## config.mk

```make
export PLATFORM = sky130hd
export DESIGN_NAME = inv_mixcolumn_iter_flat
export DESIGN_NICKNAME = d
export VERILOG_FILES = /design/src/rtl/aes_pkg.sv /design/src/rtl/inv_mixcolumn_iter_if.sv /design/src/rtl/inv_mixcolumn_iter_col32.sv /design/src/rtl/inv_mixcolumn_iter.sv /design/src/flat_wrapper.sv
export SDC_FILE = /design/constraint.sdc
export NUM_CORES = 1
export LEC_CHECK = 0
export ABC_AREA = 0
export BUFFER_PORTS_ARGS = -buffer_cell sky130_fd_sc_hd__buf_2
export CORE_UTILIZATION = 25
export CTS_BUF_LIST = sky130_fd_sc_hd__clkbuf_4
export CTS_CLUSTER_SIZE = 8
export DETAILED_ROUTE_END_ITERATION = 10
export HOLD_SLACK_MARGIN = 0.1
export PLACE_DENSITY_LB_ADDON = 0.25
export SETUP_SLACK_MARGIN = 0.02
export SYNTH_ARGS = -nofsm -noshare
export SYNTH_HDL_FRONTEND = slang
export SYNTH_SLANG_ARGS = --single-unit
```

## constraint.sdc

```tcl
create_clock -name clk -period 3.95 [get_ports clk]
set_clock_uncertainty 0.1 [all_clocks]
set_input_delay 0.1975 -clock clk [delete_from_list [all_inputs] [get_ports clk]]
set_output_delay 0.1975 -clock clk [all_outputs]
set_load 0.01 [all_outputs]
```

## src/rtl/aes_pkg.sv

```systemverilog
// rtl/aes_pkg.sv - shared AES GF(2^8) helpers and FSM state encoding
package aes_pkg;

    // Low byte of the AES reduction polynomial x^8 + x^4 + x^3 + x + 1
    localparam logic [7:0] AES_POLY = 8'h1b;

    typedef enum logic [1:0] {
        IDLE = 2'd0,
        BUSY = 2'd1,
        DONE = 2'd2
    } state_t;

    // Multiply by x (0x02) modulo the AES polynomial
    function automatic logic [7:0] xtime(input logic [7:0] x);
        return {x[6:0], 1'b0} ^ (x[7] ? AES_POLY : 8'h00);
    endfunction

    // 0x09 = x^3 + 1
    function automatic logic [7:0] gmul9(input logic [7:0] x);
        logic [7:0] x8;
        x8 = xtime(xtime(xtime(x)));
        return x8 ^ x;
    endfunction

    // 0x0b = x^3 + x + 1
    function automatic logic [7:0] gmul11(input logic [7:0] x);
        logic [7:0] x2;
        logic [7:0] x8;
        x2 = xtime(x);
        x8 = xtime(xtime(x2));
        return x8 ^ x2 ^ x;
    endfunction

    // 0x0d = x^3 + x^2 + 1
    function automatic logic [7:0] gmul13(input logic [7:0] x);
        logic [7:0] x4;
        logic [7:0] x8;
        x4 = xtime(xtime(x));
        x8 = xtime(x4);
        return x8 ^ x4 ^ x;
    endfunction

    // 0x0e = x^3 + x^2 + x
    function automatic logic [7:0] gmul14(input logic [7:0] x);
        logic [7:0] x2;
        logic [7:0] x4;
        logic [7:0] x8;
        x2 = xtime(x);
        x4 = xtime(x2);
        x8 = xtime(x4);
        return x8 ^ x4 ^ x2;
    endfunction

endpackage

```

## src/rtl/inv_mixcolumn_iter_if.sv

```systemverilog
// rtl/inv_mixcolumn_iter_if.sv - input/output handshake bundle for inv_mixcolumn_iter
interface inv_mixcolumn_iter_if;

    logic         in_valid;
    logic         in_ready;
    logic [127:0] in_data;
    logic         in_bypass;
    logic         out_valid;
    logic         out_ready;
    logic [127:0] out_data;

    // Upstream/downstream side driving the block
    modport master (
        output in_valid, in_data, in_bypass, out_ready,
        input  in_ready, out_valid, out_data
    );

    // The transform block itself
    modport slave (
        input  in_valid, in_data, in_bypass, out_ready,
        output in_ready, out_valid, out_data
    );

endinterface

```

## src/rtl/inv_mixcolumn_iter_col32.sv

```systemverilog
// rtl/inv_mixcolumn_iter_col32.sv - combinational InvMixColumns of one 32-bit column
module inv_mixcolumn32
    import aes_pkg::*;
(
    input  logic [31:0] col_in,
    output logic [31:0] col_out
);

    logic [7:0] a0;
    logic [7:0] a1;
    logic [7:0] a2;
    logic [7:0] a3;

    // Row 0 is the most significant byte of the column
    assign a0 = col_in[31:24];
    assign a1 = col_in[23:16];
    assign a2 = col_in[15:8];
    assign a3 = col_in[7:0];

    // Circulant matrix [0e 0b 0d 09], each row rotated right by one
    assign col_out[31:24] = gmul14(a0) ^ gmul11(a1) ^ gmul13(a2) ^ gmul9(a3);
    assign col_out[23:16] = gmul9(a0)  ^ gmul14(a1) ^ gmul11(a2) ^ gmul13(a3);
    assign col_out[15:8]  = gmul13(a0) ^ gmul9(a1)  ^ gmul14(a2) ^ gmul11(a3);
    assign col_out[7:0]   = gmul11(a0) ^ gmul13(a1) ^ gmul9(a2)  ^ gmul14(a3);

endmodule

```

## src/rtl/inv_mixcolumn_iter.sv

```systemverilog
// rtl/inv_mixcolumn_iter.sv - iterative AES InvMixColumns stage with valid/ready handshake
module inv_mixcolumn_iter
    import aes_pkg::*;
#(
    parameter int COLS_PER_CYCLE = 1
) (
    input logic                 clk,
    input logic                 rst_n,
    inv_mixcolumn_iter_if.slave bus
);

    localparam int         NCOL     = COLS_PER_CYCLE;
    localparam logic [1:0] LAST_GRP = 2'(4 - COLS_PER_CYCLE);
    localparam logic [1:0] GRP_STEP = 2'(COLS_PER_CYCLE);

    if (COLS_PER_CYCLE != 1 && COLS_PER_CYCLE != 2 && COLS_PER_CYCLE != 4) begin : g_bad_cpc
        $error("inv_mixcolumn_iter: COLS_PER_CYCLE must be 1, 2 or 4");
    end

    state_t              state;
    logic [1:0]          col_cnt;
    logic [127:0]        data_q;
    logic [127:0]        busy_data;
    logic [32*NCOL-1:0]  grp_out;
    logic                in_ready_w;
    logic                accept;

    // A finished state can be handed off in the same cycle the next one arrives
    assign in_ready_w = (state == IDLE) | ((state == DONE) & bus.out_ready);
    assign accept     = bus.in_valid & in_ready_w;

    assign bus.in_ready  = in_ready_w;
    assign bus.out_valid = (state == DONE);
    assign bus.out_data  = data_q;

    // One column engine per lane; lane j works on column col_cnt + j
    for (genvar j = 0; j < NCOL; j++) begin : g_col
        logic [1:0]  idx;
        logic [31:0] cin;
        logic [31:0] cout;

        assign idx = col_cnt + 2'(j);

        // Select the column this lane transforms in the current group
        always_comb begin
            case (idx)
                2'd0:    cin = data_q[127:96];
                2'd1:    cin = data_q[95:64];
                2'd2:    cin = data_q[63:32];
                default: cin = data_q[31:0];
            endcase
        end

        inv_mixcolumn32 u_col (
            .col_in  (cin),
            .col_out (cout)
        );

        assign grp_out[32*j +: 32] = cout;
    end

    // Write the transformed group back over its own columns, leave the rest alone
    always_comb begin
        busy_data = data_q;
        for (int j = 0; j < NCOL; j++) begin
            case (col_cnt + 2'(j))
                2'd0:    busy_data[127:96] = grp_out[32*j +: 32];
                2'd1:    busy_data[95:64]  = grp_out[32*j +: 32];
                2'd2:    busy_data[63:32]  = grp_out[32*j +: 32];
                default: busy_data[31:0]   = grp_out[32*j +: 32];
            endcase
        end
    end

    // Control FSM and in-place state register update
    always_ff @(posedge clk or negedge rst_n) begin
        if (!rst_n) begin
            state   <= IDLE;
            col_cnt <= 2'd0;
            data_q  <= 128'd0;
        end else begin
            case (state)
                IDLE, DONE: begin
                    if (accept) begin
                        data_q  <= bus.in_data;
                        col_cnt <= 2'd0;
                        state   <= bus.in_bypass ? DONE : BUSY;
                    end else if (state == DONE && bus.out_ready) begin
                        state <= IDLE;
                    end
                end
                BUSY: begin
                    data_q <= busy_data;
                    if (col_cnt == LAST_GRP) begin
                        col_cnt <= 2'd0;
                        state   <= DONE;
                    end else begin
                        col_cnt <= col_cnt + GRP_STEP;
                    end
                end
                default: begin
                    state   <= IDLE;
                    col_cnt <= 2'd0;
                end
            endcase
        end
    end

    // A stalled result must not move until downstream takes it
    a_hold_stable: assert property (@(posedge clk) disable iff (!rst_n)
        (bus.out_valid && !bus.out_ready) |=> (bus.out_valid && $stable(bus.out_data)));

    // The group counter only ever lands on group boundaries
    a_grp_aligned: assert property (@(posedge clk) disable iff (!rst_n)
        (32'(col_cnt) % NCOL) == 0);

endmodule

```

## src/flat_wrapper.sv

```systemverilog
// flat-port wrapper written by rule: the top's interface ports become plain ports
module inv_mixcolumn_iter_flat import aes_pkg::*;
#(
    parameter int COLS_PER_CYCLE = 1
)
  (clk, rst_n, bus_in_valid, bus_in_data, bus_in_bypass, bus_out_ready, bus_in_ready, bus_out_valid, bus_out_data);
  inv_mixcolumn_iter_if bus_i ();
  input logic clk;
  input logic rst_n;
  input wire logic [$bits(bus_i.in_valid)-1:0] bus_in_valid;
  input wire logic [$bits(bus_i.in_data)-1:0] bus_in_data;
  input wire logic [$bits(bus_i.in_bypass)-1:0] bus_in_bypass;
  input wire logic [$bits(bus_i.out_ready)-1:0] bus_out_ready;
  output wire logic [$bits(bus_i.in_ready)-1:0] bus_in_ready;
  output wire logic [$bits(bus_i.out_valid)-1:0] bus_out_valid;
  output wire logic [$bits(bus_i.out_data)-1:0] bus_out_data;
  assign bus_i.in_valid = bus_in_valid;
  assign bus_i.in_data = bus_in_data;
  assign bus_i.in_bypass = bus_in_bypass;
  assign bus_i.out_ready = bus_out_ready;
  assign bus_in_ready = bus_i.in_ready;
  assign bus_out_valid = bus_i.out_valid;
  assign bus_out_data = bus_i.out_data;
  inv_mixcolumn_iter #(.COLS_PER_CYCLE(COLS_PER_CYCLE)) u_core (.clk(clk), .rst_n(rst_n), .bus(bus_i));
endmodule
```

# Word-level counts from Yosys, hierarchy flattened

Index checks and enable logic that the tools add are counted.

Register bits: 132
Bits of input ports: 133
Output and inout port bits: 130

Add/sub/neg operators: 1
Equality and inequality tests: 12
Mux-type cells: 27
Bitwise logic cells: 51
Reduce and logical (&&, ||, !) cells: 11

Operator list:

| kind                | count |
|---|---|
| $xor 8x8->8         | 38 |
| $pmux 128 s2        | 1 |
| $mux 128            | 1 |
| $mux 32             | 4 |
| $pmux 32 s3         | 1 |
| $xor 8x5->8         | 10 |
| $mux 5              | 12 |
| $mux 2              | 6 |
| $reduce_and 3->1    | 4 |
| $ne 2x2->1 const B  | 4 |
| $pmux 2 s2          | 2 |
| $eq 2x2->1 const B  | 3 |
| $eq 2x1->1 const B  | 2 |
| $logic_not 2->1     | 2 |
| $ne 2x1->1 const B  | 2 |
| $ne 3x1->1 const B  | 1 |
| $reduce_or 3->1     | 1 |
| $add 2x1->2 const B | 1 |
| $and 1x1->1         | 2 |
| $reduce_and 2->1    | 1 |
| $reduce_bool 2->1   | 1 |
| $reduce_or 2->1     | 1 |
| $logic_and 1x1->1   | 1 |
| $or 1x1->1          | 1 |

# Logic depth before layout (Yosys ltp)

Gate-level depths: netlist of run 1.

Depth after elaboration: 15
Gate-level depth with buffers: 13
Mapped depth without buffers: 10

# Cells and area by module

Synthesis of run 1 repeated with hierarchy kept, for this count alone.

Cell total of the unflattened synthesis: 945
Area total of the unflattened synthesis: 9457.8 sq um

By module, submodules not included:

| module             | times used | cells an instance | area an instance (sq um) | sequential area each (sq um) |
|---|---|---|---|---|
| inv_mixcolumn_iter | 1          | 732               | 7208.2                   | 3303.2 |
| inv_mixcolumn32    | 1          | 213               | 2249.7                   | 0.0 |

# Least setup slack after synthesis of run 1

Ideal clock, no wire load.

Kind: register to register
Start point: reg u_core.col_cnt[0]
End point: reg u_core.data_q[61], in the netlist u_core.bus.out_data[61]
Setup time: 0.121 ns
Data arrival time: 3.167 ns
Required time: 3.729 ns
Setup slack: 0.562 ns
Stages on the path, launching flop included: 12
Buffers on the path: 1
Cell sequence: dfrtp_1 > inv_1 > ha_1 > buf_6 > a222oi_1 > xnor3_1 > mux2i_1 > xor2_1 > xnor3_1 > xnor2_1 > nand2_1 > a22o_1

Cells in the longest elaborated chain, start to end: 13
Elaborated cells between the ends (all ways): 38
Classes of those cells: eq/ne (3); mux (11); bitwise (22); reduce/logical (2)

RTL lines:

| element                                    | line                                               | text |
|---|---|---|
| start, declared                            | inv_mixcolumn_iter.sv:21                           | `logic [1:0] col_cnt;` |
| start signal, assigned                     | inv_mixcolumn_iter.sv:98                           | `col_cnt <= col_cnt + GRP_STEP;` |
| $eq 2x2->1, or another cell as far along   | inv_mixcolumn_iter.sv:46, inv_mixcolumn_iter.sv:66 |  |
| $pmux 32 s3                                | inv_mixcolumn_iter.sv:46                           | `case (idx)` |
| $mux 5, or another cell as far along       | aes_pkg.sv:15                                      | `return {x[6:0], 1'b0} ^ (x[7] ? AES_POLY : 8'h00);` |
| $xor 8x8->8, or another cell as far along  | --                                                 |  |
| $xor 8x5->8 (on tied branches)             | --                                                 |  |
| $xor 8x5->8 or $xor 8x8->8 (tied branches) | --                                                 |  |
| $xor 8x8->8 (on tied branches)             | --                                                 |  |
| $xor 8x8->8 (on tied branches)             | aes_pkg.sv:51, aes_pkg.sv:31                       |  |
| $xor 8x8->8 (3 in series)                  | inv_mixcolumn_iter_col32.sv:21                     | `assign col_out[31:24] = gmul14(a0) ^ gmul11(a1) ^ gmul13(a2) ^ gmul9(a3);` |
| $mux 32                                    | inv_mixcolumn_iter.sv:66                           | `case (col_cnt + 2'(j))` |
| $pmux 128 s2                               | inv_mixcolumn_iter.sv:82                           | `case (state)` |
| end signal, assigned                       | inv_mixcolumn_iter.sv:85                           | `data_q <= bus.in_data;` |
| end signal, assigned                       | inv_mixcolumn_iter.sv:93                           | `data_q <= busy_data;` |
| end, declared                              | inv_mixcolumn_iter.sv:22                           | `logic [127:0] data_q;` |

Several ways; a longest one is shown, not always the timed one. The select of a mux whose other input is x is not followed.
A chain may end at the register's enable or synchronous reset.

# Worst setup path in the final report of run 1

Start point: reg u_core.col_cnt[0]
End point: reg u_core.data_q[64], in the netlist u_core.bus.out_data[64]

Cells in the longest elaborated chain, start to end: 13
Elaborated cells between the ends (all ways): 38
Classes of those cells: eq/ne (3); mux (11); bitwise (22); reduce/logical (2)

RTL lines:

| element                                      | line                           | text |
|---|---|---|
| $eq 2x2->1, or another cell as far along     | inv_mixcolumn_iter.sv:46       |  |
| $pmux 32 s3                                  | inv_mixcolumn_iter.sv:46       |  |
| $xor 8x8->8 or $xor 8x5->8 (tied branches)   | aes_pkg.sv:15                  |  |
| $xor 8x5->8                                  | aes_pkg.sv:15                  |  |
| $mux 5                                       | aes_pkg.sv:15                  |  |
| $xor 8x5->8 or $xor 8x8->8 (tied branches)   | aes_pkg.sv:15                  |  |
| $xor 8x8->8 (on tied branches) (2 in series) | aes_pkg.sv:31, aes_pkg.sv:40   |  |
| $xor 8x8->8 (3 in series)                    | inv_mixcolumn_iter_col32.sv:24 | `assign col_out[7:0] = gmul11(a0) ^ gmul13(a1) ^ gmul9(a2) ^ gmul14(a3);` |
| $mux 32                                      | inv_mixcolumn_iter.sv:66       |  |
| $pmux 128 s2                                 | inv_mixcolumn_iter.sv:82       |  |

Several ways; a longest one is shown, not always the timed one. The select of a mux whose other input is x is not followed.

==> insert_results.sql, run 1 <==
INSERT INTO impl_metrics (metric_group, metric, value, unit) VALUES
('status', 'status', 'finished clean', ''),
('setup_path', 'crit_fanout', '33', ''),
('global_routing', 'initial_antenna_violation_count', '1', ''),
('route', 'detailroute.via_count', '10290', ''),
('layout', 'finalInstanceArea', '0.01384', 'mm^2'),
('clocking', 'clk_root_buffer_cell', 'sky130_fd_sc_hd__clkbuf_4', ''),
('setup_path', 'crit_chain', 'inv_1, ha_1, buf_12, a222oi_1, buf_4, xor2_1, a21oi_1, buf_4, xnor2_1, xnor2_1, buf_4, xnor2_1, nand2_1, a22o_1', ''),
('setup_path', 'cp-start-kind', 'flop', ''),
('route', 'drcViolationCount', '0', ''),
('sta', 'setup_slack', '126.2', 'ps'),
('global_routing', 'via_count_of_the_first_global_routing_pass', '10372', ''),
('setup_path', 'reg2reg_depth', '14', ''),
('die', 'placementRows', '72', ''),
('synthesis', 'synth_top_family_by_area', 'XOR/XNOR gates', ''),
('synthesis', 'post_synth_main_area_contributors', 'sky130_fd_sc_hd__dfrtp_1 (33%), sky130_fd_sc_hd__xnor2_1 (17%), sky130_fd_sc_hd__xor2_1 (7.3%)', ''),
('placed_design', 'finalWeightedCongestion', '0.9691', ''),
('setup_path', 'cp.required', '4320', 'ps'),
('setup_path', 'cp.buffers_inverters', '5', ''),
('synthesis', 'yosys.area.top_type', 'sky130_fd_sc_hd__dfrtp_1', ''),
('global_routing', 'globalRouteOverflowTotal', '0', ''),
('setup_path', 'critPathCaptureType', 'flop', ''),
('sta', 'max-slew-margin-rel', '0.2003', ''),
('clocking', 'cts-root-to-sink-buffers', '2', ''),
('sta', 'timing.final.hold_violations', '0', ''),
('sta', 'rsz0062_at_grt', 'yes', ''),
('synthesis', 'synth-warning-count', '0', ''),
('route', 'routed_wirelength', '43910', 'um'),
('min_path', 'hold_path_startpoint', 'bus_in_data[97]', ''),
('sta', 'timing.final.crit_period', '3824', 'ps'),
('sta', 'report.final.slew_viol_count', '0', ''),
('setup_path', 'rr_endpoint', 'u_core.bus.out_data[64]$_DFFE_PN0P_', ''),
('synthesis', 'synth_most_common_cell', 'sky130_fd_sc_hd__nor2_1', ''),
('layout', 'nets', '1685', ''),
('synthesis', 'synth_top_cells_by_count', 'sky130_fd_sc_hd__nor2_1 (189), sky130_fd_sc_hd__xnor2_1 (188), sky130_fd_sc_hd__dfrtp_1 (132)', ''),
('min_path', 'timing.hold.worst.class', 'input pin to flop', ''),
('clocking', 'cts_sinks', '132', ''),
('clocking', 'cts_tree', 'done', ''),
('placed_design', 'detailedPlace.worstSlack', '9.021', 'ps'),
('synthesis', 'mappedNetlistNets', '1304', ''),
('layout', 'area_growth', '38.81', '%'),
('layout', 'finalCoreUtilization', '0.3547', ''),
('sta', 'achievable-frequency', '0.2615', 'GHz'),
('synthesis', 'synth_cell_types', '36', ''),
('synthesis', 'asyncSetResetFlopFracSynth', '1.000', ''),
('setup_path', 'reg2reg_setup_slack', '130', 'ps'),
('die', 'die_y', '201.7', 'um'),
('setup_path', 'critical-path-top-delay-family', 'XOR/XNOR gates', ''),
('synthesis', 'synthSimpleGateAreaFrac', '0.1224', ''),
('route', 'dr.pass1.iters', '6', ''),
('synthesis', 'fraction_of_the_mapped_netlist_area_in_compound_gates', '0.1984', ''),
('min_path', 'timing.hold.worst_path_depth', '4', ''),
('synthesis', 'yosys_register_bits', '132', ''),
('synthesis', 'synthXorXnorAreaFrac', '0.2759', ''),
('setup_path', 'timing.critical_path.slowest_stage_cell', 'sky130_fd_sc_hd__dfrtp_1', ''),
('setup_path', 'worstReg2RegStart', 'u_core.col_cnt[0]$_DFFE_PN0N_', ''),
('setup_path', 'criticalPathCategory', 'flop to flop', ''),
('die', 'starting_density_of_the_core', '0.2555', ''),
('setup_path', 'cpPeakStageDelay', '440', 'ps'),
('placed_design', 'place_area', '0.01213', 'mm^2'),
('synthesis', 'synth.cell_area', '0.009968', 'mm^2'),
('placed_design', 'post-dp-hpwl', '33130', 'um'),
('job', 'drv.max_cap_violation_count', '0', ''),
('die', 'floorplan.core_area', '0.03901', 'mm^2'),
('sta', 'max_slew.worst_pin.slew', '1195', 'ps'),
('layout', 'share_of_final_layout_standard_cells_stronger_than_drive_strength_1', '0.2487', ''),
('clocking', 'worst_setup_hold_path_clk_slew', '130', 'ps'),
('synthesis', 'synth.area.mux_share', '0.02071', ''),
('placed_design', 'number_of_buffers_inserted_by_port_buffering', '262', ''),
('global_routing', 'global_route.usage.total', '0.2132', ''),
('die', 'width_of_the_chip', '201.7', 'um'),
('route', 'dr.first_iter.drc_count', '870', '');
## worst min-delay path, stage by stage
cell                            delay [ps]
sky130_fd_sc_hd__dlygate4sd3_1         510
sky130_fd_sc_hd__buf_2                 100
sky130_fd_sc_hd__a21oi_1                50
sky130_fd_sc_hd__a21oi_1               140
## stage by stage
stage	hold WS [ps]	instances
finish	344.6	2079
global route	330.6	2079
CTS	287.7	2073
detailed placement	145.0	1908
global placement	144.9	1908
floorplan	-198.1	1167
## routing by layer
layer	vias to the layer above	routed length, um	track usage
li1	4747	-	-
met1	5075	18740	0.2775
met2	414	21730	0.3627
met3	54	2485	0.02964
met4	0	961	0.06737
met5	-	0	0
## state kept, by name (all words and copies together), names as in the netlist
register,cells
u_core.bus.out_data,128
u_core.col_cnt,2
u_core.state,2
## layout by cell type (no fill, tap or decap), drive strengths merged, types with 8 or more instances in the layout
cell	Yosys	routed
dfrtp	132	132
buf	18	341
o21ai	73	73
a21oi	100	100
dlygate4sd3	0	133
xnor2	189	189
nor2	189	189
a222oi	32	32
a22o	65	65
clkbuf	94	17
nand2	89	89
xor2	83	83
mux2i	18	18
o22a	12	12
xnor3	16	16
and3	16	16
inv	7	8
## repair_timing
| action | in CTS | in global routing |
|---|---|---|
| endpoints found under the hold margin | 200 | 0 |
| setup endpoints to repair | 4 | 21 |
| pin swaps | 0 | 8 |
| hold buffers | 134 | 0 |
| setup buffers | 0 | 5 |
| resized for setup | 1 | 6 |
## how the worst max path moves through the flow
stage,cells after the start,start,slack [ps],endpoint
2_1_floorplan,11,u_core.col_cnt[0]$_DFFE_PN0N_,560,u_core.bus.out_data[61]$_DFFE_PN0P_
3_3_place_gp,12,u_core.col_cnt[1]$_DFFE_PN0N_,90,u_core.bus.out_data[99]$_DFFE_PN0P_
3_5_place_dp,12,u_core.col_cnt[1]$_DFFE_PN0N_,9,u_core.bus.out_data[67]$_DFFE_PN0P_
4_1_cts,11,u_core.col_cnt[1]$_DFFE_PN0N_,80,u_core.bus.out_data[4]$_DFFE_PN0P_
5_1_grt,14,u_core.col_cnt[1]$_DFFE_PN0N_,-10,u_core.bus.out_data[32]$_DFFE_PN0P_
6_report,14,u_core.col_cnt[0]$_DFFE_PN0N_,130,u_core.bus.out_data[64]$_DFFE_PN0P_
## cell families (layout without fill, tap and decap cells)
logic type / after synthesis / in the layout
and+or+nand+nor: 306 / 306
AOI/OAI and AO/OA: 298 / 298
xor gates and xnor gates: 288 / 288
DFF: 132 / 132
buffers and inverters: 119 / 512
muxes: 20 / 20
adders and majority gates: 4 / 4
other: 0 / 1
## area by class of cell
class                           count  area, um^2
Clock inverter                     14       138.9
Timing Repair Buffer              474        3317
Sequential cell                   132        3303
Multi-Input combinational cell    916        6274
Tap cell                          518       648.1
Inverter                            7       26.28
Clock buffer                       17       127.6
Fill cell                        4065       25170
Antenna cell                        1       2.502
Power of run 1 is left out: the tool's default activity adds up to more than one toggle a clock period on the data nets, which glitch-free logic cannot reach.
==> inputs of run 2 (changes only) <==
--- a/config.mk
+++ b/config.mk
@@ -7,6 +7,8 @@
 export LEC_CHECK = 0
 export ABC_AREA = 0
 export BUFFER_PORTS_ARGS = -buffer_cell sky130_fd_sc_hd__buf_2
+export CELL_PAD_IN_SITES_DETAIL_PLACEMENT = 1
+export CELL_PAD_IN_SITES_GLOBAL_PLACEMENT = 1
 export CORE_UTILIZATION = 25
 export CTS_BUF_LIST = sky130_fd_sc_hd__clkbuf_4
 export CTS_CLUSTER_SIZE = 8
==> insert_results.sql, run 2 (synthesis results as in run 1) <==
INSERT INTO impl_metrics (metric_group, metric, value, unit) VALUES
('setup_path', 'critical-path-top-delay-family', 'compound AO/OA/AOI/OAI gates', ''),
('clocking', 'cts_sinks', '132', ''),
('status', 'status', 'finished clean', ''),
('setup_path', 'crit_fanout', '7', ''),
('sta', 'post-route-period-util', '0.9591', ''),
('clocking', 'cts_tree', 'done', ''),
('route', 'detailroute.via_count', '10499', ''),
('sta', 'max_slew.worst_pin.slew', '1119', 'ps'),
('sta', 'timing.final.hold_violations', '0', ''),
('setup_path', 'reg2reg_setup_slack', '160', 'ps'),
('global_routing', 'globalRouteOverflowTotal', '0', ''),
('layout', 'largest_register_ffs', '128', ''),
('setup_path', 'critPathCaptureType', 'flop', ''),
('setup_path', 'criticalPathCategory', 'flop to flop', ''),
('route', 'drcViolationCount', '0', ''),
('setup_path', 'cp.buffers_inverters', '3', ''),
('setup_path', 'cp.required', '4340', 'ps'),
('placed_design', 'post-dp-hpwl', '36380', 'um'),
('route', 'routed-wl-met3', '2552', 'um'),
('setup_path', 'reg2reg_depth', '12', ''),
('layout', 'area_growth', '40.17', '%'),
('sta', 'setup_slack', '161.6', 'ps'),
('layout', 'finalCoreUtilization', '0.3582', ''),
('global_routing', 'grt_max_degree', '85', ''),
('placed_design', 'detailedPlace.worstSlack', '-105.7', 'ps'),
('route', 'dr.pass1.iters', '5', ''),
('clocking', 'insertion_delay', '600', 'ps'),
('die', 'floorplan.core_area', '0.03901', 'mm^2'),
('clocking', 'cts-root-to-sink-buffers', '2', ''),
('placed_design', 'number_of_buffers_inserted_by_port_buffering', '262', ''),
('sta', 'max-slew-margin-rel', '0.2537', ''),
('placed_design', 'finalWeightedCongestion', '0.9233', ''),
('clocking', 'cts.htree.levels', '4', ''),
('die', 'placementRows', '72', ''),
('die', 'width_of_the_chip', '201.7', 'um'),
('route', 'vias_per_cell', '5.007', ''),
('die', 'die_y', '201.7', 'um'),
('die', 'number_of_primary_i_o_pins', '263', ''),
('clocking', 'clk_root_buffer_cell', 'sky130_fd_sc_hd__clkbuf_4', ''),
('sta', 'timing.final.setup_violations', '0', ''),
('clocking', 'worst_setup_hold_path_clk_slew', '130', 'ps'),
('setup_path', 'timing.critical_path.slowest_stage_cell', 'sky130_fd_sc_hd__a222oi_1', ''),
('global_routing', 'grt_first_pass_wirelength', '71820', 'um'),
('die', 'design.die.area', '0.04067', 'mm^2'),
('clocking', 'cts-buffers-inserted', '17', ''),
('route', 'routed_wirelength', '47880', 'um'),
('layout', 'share_of_final_layout_standard_cells_stronger_than_drive_strength_1', '0.2573', ''),
('route', 'met2_length', '22870', 'um'),
('route', 'dr.first_iter.drc_count', '851', ''),
('layout', 'leading_cell_type_in_the_layout_fill_and_taps_excluded', 'sky130_fd_sc_hd__buf_2', ''),
('layout', 'layout_common_cells', 'sky130_fd_sc_hd__buf_2 (261), sky130_fd_sc_hd__nor2_1 (188), sky130_fd_sc_hd__xnor2_1 (188)', ''),
('global_routing', 'via_count_of_the_first_global_routing_pass', '11170', ''),
('route', 'post_drt_wl_per_cell', '22.83', 'um'),
('route', 'top_layer_used', 'met4', ''),
('layout', 'fillCellCount', '4668', ''),
('layout', 'nets', '1702', ''),
('setup_path', 'worstReg2RegStart', 'u_core.col_cnt[0]$_DFFE_PN0N_', ''),
('sta', 'rsz0062_at_grt', 'no', ''),
('global_routing', 'global_route.usage.total', '0.2353', ''),
('setup_path', 'rr_endpoint', 'u_core.bus.out_data[90]$_DFFE_PN0P_', ''),
('sta', 'achievable-frequency', '0.2640', 'GHz'),
('placed_design', 'post-place-cells', '1928', ''),
('route', 'antenna_left', '0', ''),
('sta', 'timing.final.crit_period', '3788', 'ps'),
('setup_path', 'cp-start-kind', 'flop', ''),
('min_path', 'timing.hold.worst.class', 'input pin to async pin', ''),
('sta', 'fin_hold_ws', '100.5', 'ps'),
('die', 'starting_density_of_the_core', '0.2555', ''),
('job', 'drv.max_cap_violation_count', '0', ''),
('route', 'met1Wirelength', '21280', 'um'),
('sta', 'report.final.slew_viol_count', '0', ''),
('global_routing', 'initial_antenna_violation_count', '1', ''),
('layout', 'stdcell_count', '2097', ''),
('setup_path', 'worst-endpoint-arrival', '4180', 'ps'),
('setup_path', 'crit_chain', 'inv_1, ha_2, buf_4, a222oi_1, buf_4, xnor2_1, o21ai_2, xor2_4, xor2_1, xnor2_1, nand2_1, a22o_1', ''),
('setup_path', 'cpPeakStageDelay', '450', 'ps');
-- run 2: cell types whose count changed in the layout (fill, tap and decap cells not counted), moves of 2 or more --
cell	previous run	this run
sky130_fd_sc_hd__buf_4	73	89
sky130_fd_sc_hd__xnor2_1	185	188
sky130_fd_sc_hd__inv_6	1	3
sky130_fd_sc_hd__xnor2_2	3	1
sky130_fd_sc_hd__xor2_1	82	80
-- run 2: what timing repair did --
item / CTS / global route
endpoints found under the hold margin: 214 / 0
pin swaps: 2 / 1
buffers inserted: 2 / 0
resized for setup: 1 / 6
setup endpoints to repair: 20 / 61
hold buffers: 134 / 0
-- run 2: final cells by class --
type                       count  area, um^2  share of cell area
clock inverter                15       156.4             0.01119
multi-input combinational    916        6260              0.4480
sequential                   132        3304              0.2365
inverter                       7       26.28            0.001881
timing repair buffer         491        3447              0.2467
antenna                        1       2.502           0.0001791
clock buffer                  17       127.6            0.009134
tap                          518       648.1             0.04639
-- run 2: stage by stage --
| stage | area (um^2) | setup TNS [ps] |
|---|---|---|
| after global placement | 12290 | -78.75 |
| after detailed placement | 12290 | -756.5 |
| after global routing | 13970 | 0 |
| after floorplan | 9968 | 0 |
| final | 13970 | 0 |
| after CTS | 13940 | -6.104 |
-- run 2: how the worst max path moves through the flow --
stage,start,to,slack (ps),cells after the start
CTS,u_core.col_cnt[0]$_DFFE_PN0N_,u_core.bus.out_data[13]$_DFFE_PN0P_,-6,12
detailed placement,u_core.col_cnt[0]$_DFFE_PN0N_,u_core.bus.out_data[13]$_DFFE_PN0P_,-110,12
global route,u_core.col_cnt[0]$_DFFE_PN0N_,u_core.bus.out_data[100]$_DFFE_PN0P_,50,12
finish,u_core.col_cnt[0]$_DFFE_PN0N_,u_core.bus.out_data[90]$_DFFE_PN0P_,160,12
floorplan,u_core.col_cnt[0]$_DFFE_PN0N_,u_core.bus.out_data[61]$_DFFE_PN0P_,560,11
global placement,u_core.col_cnt[0]$_DFFE_PN0N_,u_core.bus.out_data[13]$_DFFE_PN0P_,-20,12
-- run 2: worst register-to-register path, cell delays in order, from the launching register on --
cell,delay (ps)
sky130_fd_sc_hd__dfrtp_2,440
sky130_fd_sc_hd__inv_1,80
sky130_fd_sc_hd__ha_2,270
sky130_fd_sc_hd__buf_4,190
sky130_fd_sc_hd__a222oi_1,450
sky130_fd_sc_hd__buf_4,300
sky130_fd_sc_hd__xnor2_1,120
sky130_fd_sc_hd__o21ai_2,410
sky130_fd_sc_hd__xor2_4,320
sky130_fd_sc_hd__xor2_1,360
sky130_fd_sc_hd__xnor2_1,170
sky130_fd_sc_hd__nand2_1,190
sky130_fd_sc_hd__a22o_1,290
-- run 2: routing by layer --
metal	up-vias	GRT usage
met4	0	0.07495
met2	379	0.3883
met5	-	0
met1	5296	0.3179
met3	55	0.02964
li1	4769	-
Power of run 2 is left out for the same reason.
